$ cat src/rtl/huffman_decoder_pkg.sv
// Shared definitions for the canonical-Huffman decoder: sizes, FSM states,
// and the fixed code table (per-length counts and canonical symbol order).
package huffman_decoder_pkg;

    localparam int DATA_W  = 8;
    localparam int MAX_LEN = 5;
    localparam int NSYM    = 8;
    localparam int LEN_W   = 3;
    // Wide enough to hold NSYM itself once every length has been passed.
    localparam int IDX_W   = 4;
    localparam int SYM_W   = 3;
    localparam int FIRST_W = MAX_LEN + 1;
    localparam int BCNT_W  = 4;

    typedef enum logic [2:0] {
        ST_IDLE,
        ST_LOAD,
        ST_SHIFT,
        ST_EMIT,
        ST_ERR
    } state_t;

    // Number of codewords of each length: L1=0, L2..L5=2.
    function automatic logic [IDX_W-1:0] count_at(input logic [LEN_W-1:0] len);
        case (len)
            3'd2, 3'd3, 3'd4, 3'd5: count_at = 4'd2;
            default:                count_at = 4'd0;
        endcase
    endfunction

    function automatic logic [DATA_W-1:0] sym_at(input logic [SYM_W-1:0] idx);
        case (idx)
            3'd0:    sym_at = 8'h61; // a
            3'd1:    sym_at = 8'h64; // d
            3'd2:    sym_at = 8'h62; // b
            3'd3:    sym_at = 8'h63; // c
            3'd4:    sym_at = 8'h65; // e
            3'd5:    sym_at = 8'h66; // f
            3'd6:    sym_at = 8'h70; // p
            default: sym_at = 8'h6a; // j
        endcase
    endfunction

endpackage

$ cat src/rtl/huffman_decoder_canon_step.sv
// One step of the canonical code walk: appends a bit and decides whether the
// extended code matches at its new length, or advances first/index.
module huffman_decoder_canon_step
    import huffman_decoder_pkg::*;
(
    input  logic [MAX_LEN-2:0] code_i,
    input  logic [FIRST_W-1:0] first_i,
    input  logic [IDX_W-1:0]   index_i,
    input  logic [LEN_W-1:0]   len_i,
    input  logic               bit_i,
    output logic [MAX_LEN-2:0] code_o,
    output logic [LEN_W-1:0]   len_o,
    output logic               match_o,
    output logic [SYM_W-1:0]   sym_idx_o,
    output logic [FIRST_W-1:0] first_o,
    output logic [IDX_W-1:0]   index_o
);

    logic [MAX_LEN-1:0] code_full;
    logic [FIRST_W-1:0] code_ext;
    logic [FIRST_W-1:0] cnt_ext;
    logic [FIRST_W-1:0] offset;

    always_comb begin
        code_full = {code_i, bit_i};
        len_o     = len_i + 1'b1;
        cnt_ext   = FIRST_W'(count_at(len_o));
        code_ext  = FIRST_W'(code_full);
        offset    = code_ext - first_i;
        match_o   = (code_ext >= first_i) && (offset < cnt_ext);
        sym_idx_o = SYM_W'(index_i) + SYM_W'(offset);
        first_o   = (first_i + cnt_ext) << 1;
        index_o   = index_i + count_at(len_o);
        // A stored partial code never reaches MAX_LEN bits, so the top bit can drop.
        code_o    = code_full[MAX_LEN-2:0];
    end

endmodule

$ cat src/rtl/huffman_decoder.sv
// Canonical-Huffman decoder: takes MSB-first code bytes, walks the code one bit
// per clock and emits 8-bit symbols; flags codewords unmatched at MAX_LEN.
module huffman_decoder
    import huffman_decoder_pkg::*;
(
    input  logic              clk,
    input  logic              rst,
    input  logic              enable,
    input  logic [DATA_W-1:0] in_data,
    input  logic              in_valid,
    output logic              in_ready,
    output logic [DATA_W-1:0] out_data,
    output logic              out_valid,
    input  logic              out_ready,
    output logic              err
);

    state_t              state_q, state_d;
    logic [DATA_W-1:0]   shreg_q, shreg_d;
    logic [BCNT_W-1:0]   bcnt_q, bcnt_d;
    logic [MAX_LEN-2:0]  code_q, code_d;
    logic [FIRST_W-1:0]  first_q, first_d;
    logic [IDX_W-1:0]    index_q, index_d;
    logic [LEN_W-1:0]    len_q, len_d;
    logic [DATA_W-1:0]   out_data_q, out_data_d;
    logic                out_valid_q, out_valid_d;
    logic                err_q, err_d;

    logic [MAX_LEN-2:0]  step_code;
    logic [LEN_W-1:0]    step_len;
    logic                step_match;
    logic [SYM_W-1:0]    step_sym;
    logic [FIRST_W-1:0]  step_first;
    logic [IDX_W-1:0]    step_index;

    huffman_decoder_canon_step u_step (
        .code_i    (code_q),
        .first_i   (first_q),
        .index_i   (index_q),
        .len_i     (len_q),
        .bit_i     (shreg_q[DATA_W-1]),
        .code_o    (step_code),
        .len_o     (step_len),
        .match_o   (step_match),
        .sym_idx_o (step_sym),
        .first_o   (step_first),
        .index_o   (step_index)
    );

    assign in_ready  = enable && (state_q == ST_LOAD) && (!out_valid_q || out_ready);
    assign out_data  = out_data_q;
    assign out_valid = out_valid_q;
    assign err       = err_q;

    always_comb begin
        state_d     = state_q;
        shreg_d     = shreg_q;
        bcnt_d      = bcnt_q;
        code_d      = code_q;
        first_d     = first_q;
        index_d     = index_q;
        len_d       = len_q;
        out_data_d  = out_data_q;
        out_valid_d = out_valid_q;
        err_d       = 1'b0;

        if (enable) begin
            // The symbol may retire in LOAD while the next byte is taken.
            if (out_valid_q && out_ready) begin
                out_valid_d = 1'b0;
            end
            case (state_q)
                ST_IDLE: state_d = ST_LOAD;
                ST_LOAD: begin
                    if (in_valid && in_ready) begin
                        shreg_d = in_data;
                        bcnt_d  = BCNT_W'(DATA_W);
                        state_d = ST_SHIFT;
                    end
                end
                ST_SHIFT: begin
                    shreg_d = shreg_q << 1;
                    bcnt_d  = bcnt_q - 1'b1;
                    if (step_match) begin
                        out_data_d  = sym_at(step_sym);
                        out_valid_d = 1'b1;
                        code_d      = '0;
                        first_d     = '0;
                        index_d     = '0;
                        len_d       = '0;
                        state_d     = (bcnt_q == BCNT_W'(1)) ? ST_LOAD : ST_EMIT;
                    end else if (step_len == LEN_W'(MAX_LEN)) begin
                        err_d   = 1'b1;
                        shreg_d = '0;
                        bcnt_d  = '0;
                        code_d  = '0;
                        first_d = '0;
                        index_d = '0;
                        len_d   = '0;
                        state_d = ST_ERR;
                    end else begin
                        // Partial code carries over into the next byte if this one runs out.
                        code_d  = step_code;
                        first_d = step_first;
                        index_d = step_index;
                        len_d   = step_len;
                        state_d = (bcnt_q == BCNT_W'(1)) ? ST_LOAD : ST_SHIFT;
                    end
                end
                ST_EMIT: begin
                    if (out_ready) begin
                        state_d = ST_SHIFT;
                    end
                end
                ST_ERR:  state_d = ST_LOAD;
                default: state_d = ST_IDLE;
            endcase
        end
    end

    always_ff @(posedge clk or negedge rst) begin
        if (!rst) begin
            state_q     <= ST_IDLE;
            shreg_q     <= '0;
            bcnt_q      <= '0;
            code_q      <= '0;
            first_q     <= '0;
            index_q     <= '0;
            len_q       <= '0;
            out_data_q  <= '0;
            out_valid_q <= 1'b0;
            err_q       <= 1'b0;
        end else begin
            state_q     <= state_d;
            shreg_q     <= shreg_d;
            bcnt_q      <= bcnt_d;
            code_q      <= code_d;
            first_q     <= first_d;
            index_q     <= index_d;
            len_q       <= len_d;
            out_data_q  <= out_data_d;
            out_valid_q <= out_valid_d;
            err_q       <= err_d;
        end
    end

endmodule
$ cat config.mk
export PLATFORM = sky130hd
export DESIGN_NAME = huffman_decoder
export DESIGN_NICKNAME = d
export VERILOG_FILES = /design/src/rtl/huffman_decoder_pkg.sv /design/src/rtl/huffman_decoder_canon_step.sv /design/src/rtl/huffman_decoder.sv
export SDC_FILE = /design/constraint.sdc
export NUM_CORES = 1
export LEC_CHECK = 0
export BUFFER_PORTS_ARGS = -buffer_cell sky130_fd_sc_hd__buf_2
export CAP_MARGIN = 40
export CORE_MARGIN = 5
export CORE_UTILIZATION = 52
export DETAILED_ROUTE_END_ITERATION = 10
export GPL_ROUTABILITY_DRIVEN = 0
export PLACE_DENSITY_LB_ADDON = 0.12
export SLEW_MARGIN = 15
export SYNTH_ARGS = -nofsm -noshare
export SYNTH_HDL_FRONTEND = slang
export SYNTH_SLANG_ARGS = --single-unit
$ cat constraint.sdc
create_clock -name clk -period 2.7 [get_ports clk]
set_input_delay 0.54 -clock clk [delete_from_list [all_inputs] [get_ports clk]]
set_output_delay 0.54 -clock clk [all_outputs]
set_load 0.05 [all_outputs]
=== After elaboration in Yosys (flattened, before gate mapping) ===
Cells that the tools add are included.

* Register bits after elaboration: 42
* Logic and storage cells: 83

* Order comparisons: 2
* Multiplexer cells: 32
* Equality and inequality tests: 17
* Add/sub/neg operators: 6
* Reduce and logical (&&, ||, !) cells: 16

{| class="wikitable"
|+ Operator list
! cell !! number
|-
| one-hot mux 5 bit (7 select lines) || 1
|-
| two-way mux 4 bit || 7
|-
| two-way mux 8 bit || 3
|-
| equality test 3 x 2 -> 1 bit (second input constant) || 6
|-
| equality test 3 bit (second input constant) || 6
|-
| two-way mux 3 bit || 6
|-
| one-hot mux 8 bit (2 select lines) || 1
|-
| two-way mux 6 bit || 2
|-
| one-hot mux 3 bit (4 select lines) || 1
|-
| AND reduction 3 bit || 3
|-
| one-hot mux 4 bit (2 select lines) || 1
|-
| two-way mux 1 bit || 7
|-
| equality test 3 x 1 -> 1 bit (second input constant) || 2
|-
| >= comparator 5 x 6 -> 1 bit || 1
|-
| logical NOT 3 bit || 2
|-
| < comparator 6 x 2 -> 1 bit || 1
|-
| two-way mux 2 bit || 3
|-
| subtractor 5 x 6 -> 6 bit || 1
|-
| adder 5 x 2 -> 5 bit || 1
|-
| logical AND 1 bit || 5
|-
| adder 4 bit || 1
|-
| equality test 4 x 1 -> 1 bit (second input constant) || 1
|-
| OR reduction 4 bit || 1
|-
| subtractor 4 x 1 -> 4 bit (second input constant) || 1
|-
| other kinds (9) || 9
|}

=== Depth between registers and ports, before layout ===
Gate-level depths: netlist of run 1.

* Depth after elaboration: 9
* Mapped depth: 9
* Gate-level depth less buffers: 9

=== By module ===
Synthesis of run 1 repeated with hierarchy kept, for this count alone.

* Cell total of the unflattened synthesis: 229
* Area total of the unflattened synthesis: 2,416.1 um^2

{| class="wikitable"
|+ Modules (own cells, without submodules)
! module !! instances !! area an instance (um^2) !! cells each
|-
| huffman_decoder || 1 || 1,916.8 || 170
|-
| huffman_decoder_canon_step || 1 || 499.2 || 59
|}

=== Least setup slack after synthesis of run 1 ===
Ideal clock, no wire load.

* Path type: reg-to-reg
* Start: register code_q[1]
* End: register out_data_q[0], in the netlist out_data[0]
* Required time: 2.575 ns
* Data arrival time: 2.426 ns
* Clock period less this slack: 2.551 ns
* Slack: 0.149 ns
* Library setup time: 0.125 ns
* Cell stages (with the launch flop): 9
* Buffers on the path: 0
* Cells stage by stage: dfrtp_1 inv_1 ha_1 inv_1 fa_1 or4b_4 a221oi_4 nand3_4 mux2_2

* Longest elaborated chain between the ends: 4

{| class="wikitable"
|+ RTL lines
! element !! RTL line !! source
|-
| start: declaration || huffman_decoder.sv:21 || <nowiki>logic [MAX_LEN-2:0] code_q, code_d;</nowiki>
|-
| start signal: assignment || huffman_decoder.sv:137 || <nowiki>code_q <= code_d;</nowiki>
|-
| subtractor 5 x 6 -> 6 bit || huffman_decoder_canon_step.sv:29 || <nowiki>offset = code_ext - first_i;</nowiki>
|-
| adder 3 bit / < comparator 6 x 2 -> 1 bit (equally long branches) || huffman_decoder_canon_step.sv:31, huffman_decoder_canon_step.sv:30 ||
|-
| equality test 3 bit (tied with other cells) || huffman_decoder_pkg.sv:32 || <nowiki>case (idx)</nowiki>
|-
| one-hot mux 5 bit (7 select lines) / AND reduction 3 bit (equally long branches) || -- ||
|-
| end signal: assignment || huffman_decoder.sv:141 || <nowiki>out_data_q <= out_data_d;</nowiki>
|-
| end: declaration || huffman_decoder.sv:25 || <nowiki>logic [DATA_W-1:0] out_data_q, out_data_d;</nowiki>
|}

Several ways; a longest one is shown, not always the timed one.
A chain may end at the register's enable or synchronous reset.

=== Final worst setup path of run 1 ===
Ends and elaborated chain as after synthesis.

==> out/metrics.yaml, run 1 <==
outcome: "finished, final reports clean"
clockPowerShare_pct: 12.1
async_flop_share_pct: 100
post-dp-hpwl_microns: 2930
vias_per_cell: 5.60
switching_power_uw: 1500
yosysWarnings: 0
synth_edf_count: 0
synth_area_leaders: "dfrtp_1 (44%), ha_1 (7.4%), mux2_2 (3.9%), nand2_1 (3.7%), a22o_1 (3.4%)"
cts_buffer_depth: 2
cts_hold_buf: 0
die_x_microns: 72.6
path_delay_family: "simple AND/OR/NAND/NOR gates"
grt_max_degree: 37
share_comb_of_total_power_pct: 58.1
yosys.area.top_type: "dfrtp_1"
ioPinCount: 24
synth.cell_area_sq_mm: 0.00204
relSlewSlack_pct: 47.9
clkSinkCount: 36
nNetsFinal: 250
dr.pass1.iters: 4
final_util_pct: 63.0
power.internal_uw: 1770
crit_path_frequent_cell: "inv_1"
ant_nets: 0
sw_frac_of_total_pct: 45.8
slowest_delay_ns: 0.51
grt_pass1_vias: 1582
fp.dieH_microns: 72.6
finalHoldViolations: 0
fin_worst_skew_ns: 0.00995
dieArea_sq_mm: 0.00527
drcViolationCount: 0
area_delta_synth_final_pct: 14.9
drt_iter0_markers: 114
power_density_mw_per_mm2: 1390
clk_pin_slew_worst_paths_ns: 0.08
leakage_uw: 0.00110
min_path_type: "primary input to asynchronous set/reset pin"
core_area_sq_mm: 0.00372
min_period_over_period_pct: 96.2
worstSkewPairLatency_ns: 0.29
wl_microns: 4040
synth_cells: 197
startpoint_type: "register"
synth_top_area_share_pct: 44.2
synth_area_per_cell_sq_um: 10.3
track_usage_pct: 17.0
cts_buffers: 5
n_fill_cell: 331
finalCriticalPeriod_ns: 2.60
ctsHtreeMaxLevel: 2
pwr-share-seq_pct: 29.7
synth_cell_type_count: 48
synthesis.nets: 223
antenna_found_initial: 0
ys_seq_elements: 36
multi_input_area_sq_mm: 0.00104
grt.overflow.total: 0
rsz0062_at_grt: "no"
criticalPathCategory: "register to register"
ir_drop_mv: 0.687
slew_viol_final: 0
timing.final.ws_setup_ns: 0.104
start_util_pct: 54.8
worstSetupEndpointType: "register"
drive_gt1_share_pct: 24.4
cap_violations: 0
cp_cell_sequence: "inv_1, ha_1, inv_1, fa_1, or4b_4, a221oi_4, buf_12, nand3_4, mux2_4"
diodes: 0
cts-root-buf: "clkbuf_8"
synth_commonest_cells: "dfrtp_1 (36), nand2_1 (20), nor2_1 (17)"
worst-path-buf-inv: 3
cp_slowest_cell: "or4b_4"
fmax_ghz: 0.385
setup_viol: 0
tns_ns: 0
seqCellArea_sq_um: 901
worst_pin_slew_ns: 0.782
port-buffer-count: 22
crit_fanout: 7
wire_per_inst_microns: 14.8
cp.required_ns: 2.87
place_worst_setup_slack_ns: 0.0321
grt_pass1_wl_microns: 7000
power.total_uw: 3260
synth_ff_type: "dfrtp_1"
synth.most_common_cell: "dfrtp_1"
num_vias: 1530
arrival_ns: 2.77
rows: 22
seq_area_frac_synth_pct: 44.2
cts_tree: "done"
==> placed cells by master, fill, tap and decap left out, types with 2 or more instances in the layout <==
cell	instances
a21oi_1	4
a22o_1	8
mux2_2	6
nor2_1	17
a221oi_4	2
nor2b_1	2
o31ai_1	2
buf_4	7
o21ai_0	6
nand2_1	20
nand2b_1	4
o22ai_1	3
dfrtp_1	36
a31oi_1	8
buf_2	22
ha_1	12
nand3_1	2
clkbuf_8	6
inv_1	15
o211ai_1	7
nor3_1	3
and3_1	2
==> final cells by class <==
| cell class | instances | area share [%] |
|---|---|---|
| clock buffers | 7 | 3.69 |
| flip-flops and latches | 36 | 38.5 |
| clock inverters | 1 | 0.321 |
| repair buffers | 31 | 8.28 |
| multi-input cells | 135 | 44.3 |
| inverters | 15 | 2.41 |
| well taps | 48 | 2.57 |
==> state kept, by name, indices dropped and copies added, names as in the netlist <==
name       flops
shreg_q        8
out_data       6
bcnt_q         4
code_q         4
first_q        4
len_q          3
state_q        3
index_q        2
err            1
out_valid      1
==> metrics by stage <==
stage                     area (sq um)  std cells  hold WS [ns]
after global placement            2200        262         0.463
after detailed placement          2200        262         0.495
after floorplan                   2040        197         0.244
final                             2340        273         0.330
after CTS                         2320        271         0.355
after global routing              2340        273         0.394
==> routing by layer <==
| metal | vias to the layer above | track usage (%) | routed length (microns) |
|---|---|---|---|
| li1 | 752 | - | - |
| met1 | 742 | 20.8 | 1830 |
| met2 | 32 | 28.9 | 2020 |
| met3 | 4 | 4.41 | 148 |
| met4 | 0 | 5.94 | 46 |
| met5 | - | 0 | 0 |
==> timing repair <==
action / 4_1_cts / 5_1_grt
pin swaps: 0 / 2
cloned: 0 / 0
gates resized for setup: 0 / 2
setup endpoints to repair: 9 / 16
buffers inserted: 1 / 2
==> power by group through the flow <==
stage / Clock, uW / Sequential [uW] / Combinational, uW
after floorplan: 0 / 1100 / 1280
after global placement: 0 / 962 / 1760
after detailed placement: 0 / 978 / 1820
after CTS: 404 / 968 / 1880
after global routing: 425 / 1010 / 2100
final: 396 / 971 / 1900
==> cell families after synthesis <==
family | share of synthesized area, %
and+or+nand+nor | 14.9
AOI/OAI and AO/OA | 19.9
DFF | 44.2
buffers and inverters | 5.52
adders and majority gates | 8.35
muxes | 5.03
xor gates and xnor gates | 1.90
other | 0.184
==> final timing paths <==
check	slack, ns	end	start	depth (start not counted)
min reg2reg	0.51	out_data[5]	out_data[5]	1
max	0.10	out_data[0]	code_q[1]	9
max reg2reg	0.10	out_data[0]	code_q[1]	9
min	0.33	first_q[4]	rst	1
max in group asynchronous	1.87	index_q[2]	rst	1
min in group clk	0.48	shreg_q[0]	in_data[0]	3
Power figures use the tool's default switching activity.
==> run 2: changes to the inputs <==
--- a/config.mk
+++ b/config.mk
@@ -5,10 +5,12 @@
 export SDC_FILE = /design/constraint.sdc
 export NUM_CORES = 1
 export LEC_CHECK = 0
+export ABC_AREA = 1
 export BUFFER_PORTS_ARGS = -buffer_cell sky130_fd_sc_hd__buf_2
 export CAP_MARGIN = 40
 export CORE_MARGIN = 5
-export CORE_UTILIZATION = 52
+export CORE_UTILIZATION = 53
+export CTS_CLUSTER_SIZE = 20
 export DETAILED_ROUTE_END_ITERATION = 10
 export GPL_ROUTABILITY_DRIVEN = 0
 export PLACE_DENSITY_LB_ADDON = 0.12
==> constraint.sdc (replaced) <==
create_clock -name clk -period 2.09 [get_ports clk]
set_input_delay 0.418 -clock clk [delete_from_list [all_inputs] [get_ports clk]]
set_output_delay 0.418 -clock clk [all_outputs]
set_load 0.05 [all_outputs]
==> run 2 against run 1 <==
Clock power rose by 70%. Fmax rose by 30%. Critical path depth rose by 2. Area after synthesis rose by 6.8%. Combinational power rose by 18%. Register-to-register slack barely moved. Largest power group unchanged. Die area rose by 4.1%.
==> out/metrics.yaml, run 2 <==
outcome: "finished, final reports clean"  # unchanged
core_area_sq_mm: 0.00400  # was 0.00372 sq mm
seq_area_frac_synth_pct: 41.4  # was 44.2%
post-dp-hpwl_microns: 2970  # was 2930 microns
yosysWarnings: 0  # unchanged
cts_buffer_depth: 2  # unchanged
top_register: "shreg_q"  # unchanged
min_period_over_period_pct: 95.2  # was 96.2%
grt_max_degree: 37  # unchanged
synthesis.nets: 278  # was 223
synth_cell_type_count: 36  # was 48
ioPinCount: 24  # unchanged
grt_pass1_wl_microns: 7120  # was 7000 microns
synth_area_leaders: "dfrtp_1 (41%), nand2_1 (7.1%), ha_1 (6.9%), inv_1 (6.2%), nor2_1 (4.3%)"  # was dfrtp_1 (44%), ha_1 (7.4%), mux2_2 (3.9%), nand2_1 (3.7%), a22o_1 (3.4%)
synth.most_common_cell: "nand2_1"  # was dfrtp_1
grt.overflow.total: 0  # unchanged
fmax_ghz: 0.502  # was 0.385 GHz
die_x_microns: 74.1  # was 72.6 microns
mostFrequentLayoutCell: "nand2_1"  # was dfrtp_1
synth_area_per_cell_sq_um: 8.63  # was 10.3 sq um
start_util_pct: 54.4  # was 54.8%
dieArea_sq_mm: 0.00549  # was 0.00527 sq mm
drive_gt1_share_pct: 28.5  # was 24.4%
synth_commonest_cells: "nand2_1 (41), dfrtp_1 (36), inv_1 (36)"  # was dfrtp_1 (36), nand2_1 (20), nor2_1 (17)
setup_viol: 0  # unchanged
ctsHtreeMaxLevel: 2  # unchanged
leakage_uw: 0.00124  # was 0.00110 uW
drcViolationCount: 0  # unchanged
cts-root-buf: "clkbuf_8"  # unchanged
criticalPathCategory: "register to register"  # unchanged
hold_slack_ns: 0.156  # was 0.330 ns
track_usage_pct: 17.1  # was 17.0%
synth_edf_count: 0  # unchanged
layout_common_cells: "nand2_1 (41), dfrtp_1 (36), inv_1 (35)"  # was dfrtp_1 (36), buf_2 (22), nand2_1 (20)
vias_per_cell: 4.98  # was 5.60
ant_nets: 0  # unchanged
cp.required_ns: 2.30  # was 2.87 ns
synth_top_area_share_pct: 41.4  # was 44.2%
cts_hold_buf: 0  # unchanged
clk_pin_slew_worst_paths_ns: 0.07  # was 0.08 ns
clkSinkCount: 36  # unchanged
dr.pass1.iters: 4  # unchanged
wire_per_inst_microns: 12.5  # was 14.8 microns
cts_buffers: 5  # unchanged
dpl_cell_area_sq_mm: 0.00230  # was 0.00220 sq mm
num_vias: 1650  # was 1530
slew_viol_final: 0  # unchanged
area_delta_synth_final_pct: 13.9  # was 14.9%
port-buffer-count: 22  # unchanged
worstSetupEndpointType: "register"  # unchanged
rows: 23  # was 22
yosys.area.top_type: "dfrtp_1"  # unchanged
wl_microns: 4150  # was 4040 microns
synth_cells: 252  # was 197
arrival_ns: 2.20  # was 2.77 ns
ys_seq_elements: 36  # unchanged
ir_drop_mv: 0.611  # was 0.687 mV
async_flop_share_pct: 100  # unchanged
crit_fanout: 6  # was 7
n_fill_cell: 362  # was 331
synth.cell_area_sq_mm: 0.00218  # was 0.00204 sq mm
fp.dieH_microns: 74.1  # was 72.6 microns
grt_pass1_vias: 1581  # was 1582
fin_worst_skew_ns: 0.00508  # was 0.00995 ns
finalCriticalPeriod_ns: 1.99  # was 2.60 ns
cap_violations: 0  # unchanged
synth_ff_type: "dfrtp_1"  # unchanged
largest_reg_flops: 8  # unchanged
finalHoldViolations: 0  # unchanged
diodes: 0  # unchanged
min_path_type: "primary input to asynchronous set/reset pin"  # unchanged
design_area_sq_mm: 0.00248  # was 0.00234 sq mm
drt_iter0_markers: 79  # was 114
antenna_found_initial: 0  # unchanged
power_density_mw_per_mm2: 1640  # was 1390 mW/mm^2
startpoint_type: "register"  # unchanged
worstSkewPairLatency_ns: 0.29  # about the same
cts_tree: "done"  # unchanged
nNetsFinal: 306  # was 250
==> run 2: cell types whose count changed after synthesis, moves of 6 or more <==
cell and change:
inv_1 +21, nand2_1 +21, nand3_1 +14, nand2_2 +12, a21oi_2 +8, a22o_1 -8, clkbuf_1 -8, nor2_1 +8
mux2_2 -7, o211ai_1 -7, a31oi_1 -6
==> run 2: cell type report <==
cell class / count / area [sq um] / share of cell area, %
inverters: 39 / 146 / 5.91
multi-input cells: 171 / 1090 / 44.1
well taps: 50 / 62.6 / 2.53
repair buffers: 27 / 148 / 5.96
clock inverters: 1 / 30.0 / 1.21
clock buffers: 7 / 96.3 / 3.89
flip-flops and latches: 36 / 901 / 36.4
==> run 2: power by group <==
group          switching, uW  leakage (uW)  internal, uW  total, uW
clock                    252     0.0000645           421        673
sequential               189      0.000445           971       1160
combinational           1440      0.000736           794       2240
total                   1880       0.00124          2190       4070
==> run 2: through the flow <==
step / util, % / std cells / TNS, ns / total power, uW / setup WS (ns)
2_1_floorplan: - / 252 / 0 / 2960 / 0.123
3_3_place_gp: 57.4 / 319 / 0 / 3260 / 0.0742
3_5_place_dp: 57.4 / 319 / 0 / 3300 / 0.0469
4_1_cts: 60.6 / 327 / 0 / 3990 / 0.0228
5_1_grt: 61.9 / 331 / -0.00514 / 4460 / -0.00514
6_report: 61.9 / 331 / 0 / 4070 / 0.0999
==> run 2: worst max-delay path, cell delays in order (launching register included) <==
cell and delay [ns]:
dfrtp_1 0.36, inv_1 0.07, ha_1 0.15, inv_2 0.04, fa_1 0.44, nor2_2 0.12
nand3_2 0.08, nor2_4 0.22, nand2_8 0.11, nand2_8 0.10, nand2_1 0.09, o22ai_1 0.13
==> run 2: layer usage <==
metal	up-vias	global-route usage, %	routed length [microns]
met5	-	0	0
met4	0	5.43	45
li1	849	-	-
met3	4	5.41	241
met1	771	22.0	1900
met2	26	27.5	1960
==> run 2: worst paths after layout <==
check                            startpoint          end  slack (ns)  cells after the start
worst max-delay path              code_q[1]    bcnt_q[2]         0.1                     11
worst min-delay path                    rst   first_q[4]        0.16                      2
worst max register to register    code_q[1]    bcnt_q[2]         0.1                     11
worst min register to register  out_data[0]  out_data[0]        0.48                      2
max in group asynchronous               rst  out_data[2]        1.59                      2
min in group clk                 in_data[0]   shreg_q[0]        0.36                      3
==> run 2: logic make-up (layout without fill, tap and decap cells) <==
logic type,after synthesis,after routing,synth area share (%)
AO/OA/AOI/OAI,42,42,13.2
XOR/XNOR,4,4,1.61
adder cells (fa/ha/maj),13,13,7.82
buffers and inverters,47,74,10.4
flip-flops,36,36,41.4
other,1,1,0.172
AND/OR/NAND/NOR,109,111,25.5
==> run 2: repair_timing <==
action	4_1_cts	5_1_grt
setup buffers	0	2
endpoints found under the setup margin	0	15
gates resized for setup	0	3
endpoints found under the hold margin	0	0
==> run 3: changes to the inputs <==
--- a/config.mk
+++ b/config.mk
@@ -13,6 +13,7 @@
 export CTS_CLUSTER_SIZE = 20
 export DETAILED_ROUTE_END_ITERATION = 10
 export GPL_ROUTABILITY_DRIVEN = 0
+export GPL_TIMING_DRIVEN = 0
 export PLACE_DENSITY_LB_ADDON = 0.12
 export SLEW_MARGIN = 15
 export SYNTH_ARGS = -nofsm -noshare
==> run 3 against run 2 <==
The run now ends with setup timing left. Global-route usage fell by 0.42 points. Utilization rose by 3.3 points. Wire length rose by 1.4%. Cell count rose by 2.1%. First-iteration DRC count fell by 38%. Critical path depth rose by 1. Flip-flop and latch count did not move. Power fell by 0.52%. Clock power fell by 33%. Non-clock buffer count rose by 10. Sequential power barely moved. Critical endpoint is now shreg_q[4]. Largest cell class unchanged.
==> out/metrics.yaml, run 3 (same netlist as run 2, synthesis figures left out) <==
worst-path-buf-inv: 3  # was 2
violations: "setup timing"
cts_buffer_depth: 2  # unchanged
drt_iter0_markers: 49  # was 79
ctsHtreeMaxLevel: 2  # unchanged
placedCellCount: 324  # was 319
multi_input_area_sq_mm: 0.00113  # was 0.00109 sq mm
slowest_delay_ns: 0.49  # was 0.44 ns
grt_max_degree: 37  # unchanged
layout_common_cells: "nand2_1 (39), dfrtp_1 (36), inv_1 (34)"  # was nand2_1 (41), dfrtp_1 (36), inv_1 (35)
setup_viol: 6  # was 0
die_x_microns: 74.1  # unchanged
min_path_type: "primary input to asynchronous set/reset pin"  # unchanged
power_density_mw_per_mm2: 1550  # was 1640 mW/mm^2
largest_reg_flops: 8  # unchanged
cts_tree: "done"  # unchanged
crit_fanout: 5  # was 6
crit_cells: 12  # was 11
criticalPathCategory: "register to register"  # unchanged
rows: 23  # unchanged
dieArea_sq_mm: 0.00549  # unchanged
fin_cells: 338  # was 331
clk_pin_slew_worst_paths_ns: 0.07  # about the same
fmax_ghz: 0.474  # was 0.502 GHz
grt_pass1_vias: 1623  # was 1581
cp_slowest_cell: "fa_1"  # unchanged
outcome: "finished with violations"  # was finished, final reports clean
port-buffer-count: 22  # unchanged
path_delay_family: "simple AND/OR/NAND/NOR gates"  # unchanged
finalHoldViolations: 0  # unchanged
cp.required_ns: 2.29  # was 2.30 ns
cts_buffers: 5  # unchanged
diodes: 0  # unchanged
min_period_over_period_pct: 101  # was 95.2%
finalCriticalPeriod_ns: 2.11  # was 1.99 ns
clkSinkCount: 36  # unchanged
ir_drop_mv: 0.730  # was 0.611 mV
r2r_cells: 12  # was 11
slew_viol_final: 0  # unchanged
antenna_found_initial: 0  # unchanged
n_fill_cell: 349  # was 362
cts_hold_buf: 0  # unchanged
cts-root-buf: "clkbuf_8"  # unchanged
timing.final.ws_setup_ns: -0.0192  # was 0.0999 ns
grt.overflow.total: 0  # unchanged
ioPinCount: 24  # unchanged
arrival_ns: 2.31  # was 2.20 ns
drive_gt1_share_pct: 33.3  # was 28.5%
fp.dieH_microns: 74.1  # unchanged
startpoint_type: "register"  # unchanged
track_usage_pct: 16.7  # was 17.1%
worstSkewPairLatency_ns: 0.27  # was 0.29 ns
seqCellArea_sq_um: 901  # unchanged
wire_per_inst_microns: 12.4  # was 12.5 microns
core_area_sq_mm: 0.00400  # unchanged
mostFrequentLayoutCell: "nand2_1"  # unchanged
worstSetupEndpointType: "register"  # unchanged
top_register: "shreg_q"  # unchanged
post-dp-hpwl_microns: 2980  # was 2970 microns
area_delta_synth_final_pct: 19.9  # was 13.9%
drcViolationCount: 0  # unchanged
ant_nets: 0  # unchanged
leakage_uw: 0.00130  # was 0.00124 uW
rsz0062_at_grt: "yes"
dr.pass1.iters: 4  # unchanged
start_util_pct: 54.4  # unchanged
wl_microns: 4210  # was 4150 microns
tns_ns: -0.0710  # was 0 ns
cp_cell_sequence: "inv_2, ha_4, inv_2, fa_1, nor2_2, nand3_2, nor2_4, nand2_8, nand2_8, clkbuf_16, nand2_2, a21oi_2"  # was inv_1, ha_1, inv_2, fa_1, nor2_2, nand3_2, nor2_4, nand2_8, nand2_8, nand2_1, o22ai_1
cap_violations: 0  # unchanged
num_vias: 1667  # was 1650
grt_pass1_wl_microns: 7130  # was 7120 microns
nNetsFinal: 314  # was 306
vias_per_cell: 4.93  # was 4.98
fin_worst_skew_ns: 0.00539  # was 0.00508 ns
hold_slack_ns: 0.0532  # was 0.156 ns
-- run 3: metrics by stage --
stage          worst slack [ns]  cell area, sq um  total power [uW]  util (%)
2_1_floorplan             0.123              2180              2960         -
3_3_place_gp            -0.0268              2350              3300      58.8
3_5_place_dp            -0.0449              2350              3350      58.8
4_1_cts                  0.0168              2440              3840      61.0
5_1_grt                  -0.123              2610              4430      65.2
6_report                -0.0192              2610              4050      65.2
-- run 3: repair_timing --
| item | in CTS | in global routing |
|---|---|---|
| pin swaps | 1 | 14 |
| endpoints found under the setup margin | 2 | 20 |
| setup buffers | 0 | 4 |
| resized for setup | 2 | 18 |
| hold endpoints to repair | 0 | 0 |
| cloned | 0 | 2 |
-- run 3: area by class of cell --
type | instances | area share (%)
Multi-Input combinational cell | 169 | 43.3
Sequential cell | 36 | 34.5
Timing Repair Buffer | 29 | 8.15
Inverter | 39 | 5.61
Buffer | 8 | 3.02
Clock buffer | 6 | 2.78
Tap cell | 50 | 2.40
Clock inverter | 1 | 0.192
-- run 3: worst paths after layout --
check | start | end | slack [ns]
max in group asynchronous | rst | bcnt_q[2] | 1.59
worst min-delay path | rst | first_q[5] | 0.05
worst min register to register | out_data[0] | out_data[0] | 0.47
min in group clk | in_data[0] | shreg_q[0] | 0.39
worst max register to register | code_q[1] | shreg_q[4] | -0.02
worst max-delay path | code_q[1] | shreg_q[4] | -0.02
-- run 3: power breakdown --
group          switching [uW]  total, uW  internal (uW)
Combinational            1480       2420            940
Clock                     226        452            226
Sequential                201       1170            971
Total                    1910       4050           2140
-- run 3: routing by layer --
metal	wire length, microns	up-vias	track usage (%)
li1	-	873	-
met1	1950	772	21.7
met2	2070	20	27.7
met3	154	2	4.05
met4	29	0	4.83
met5	0	-	0
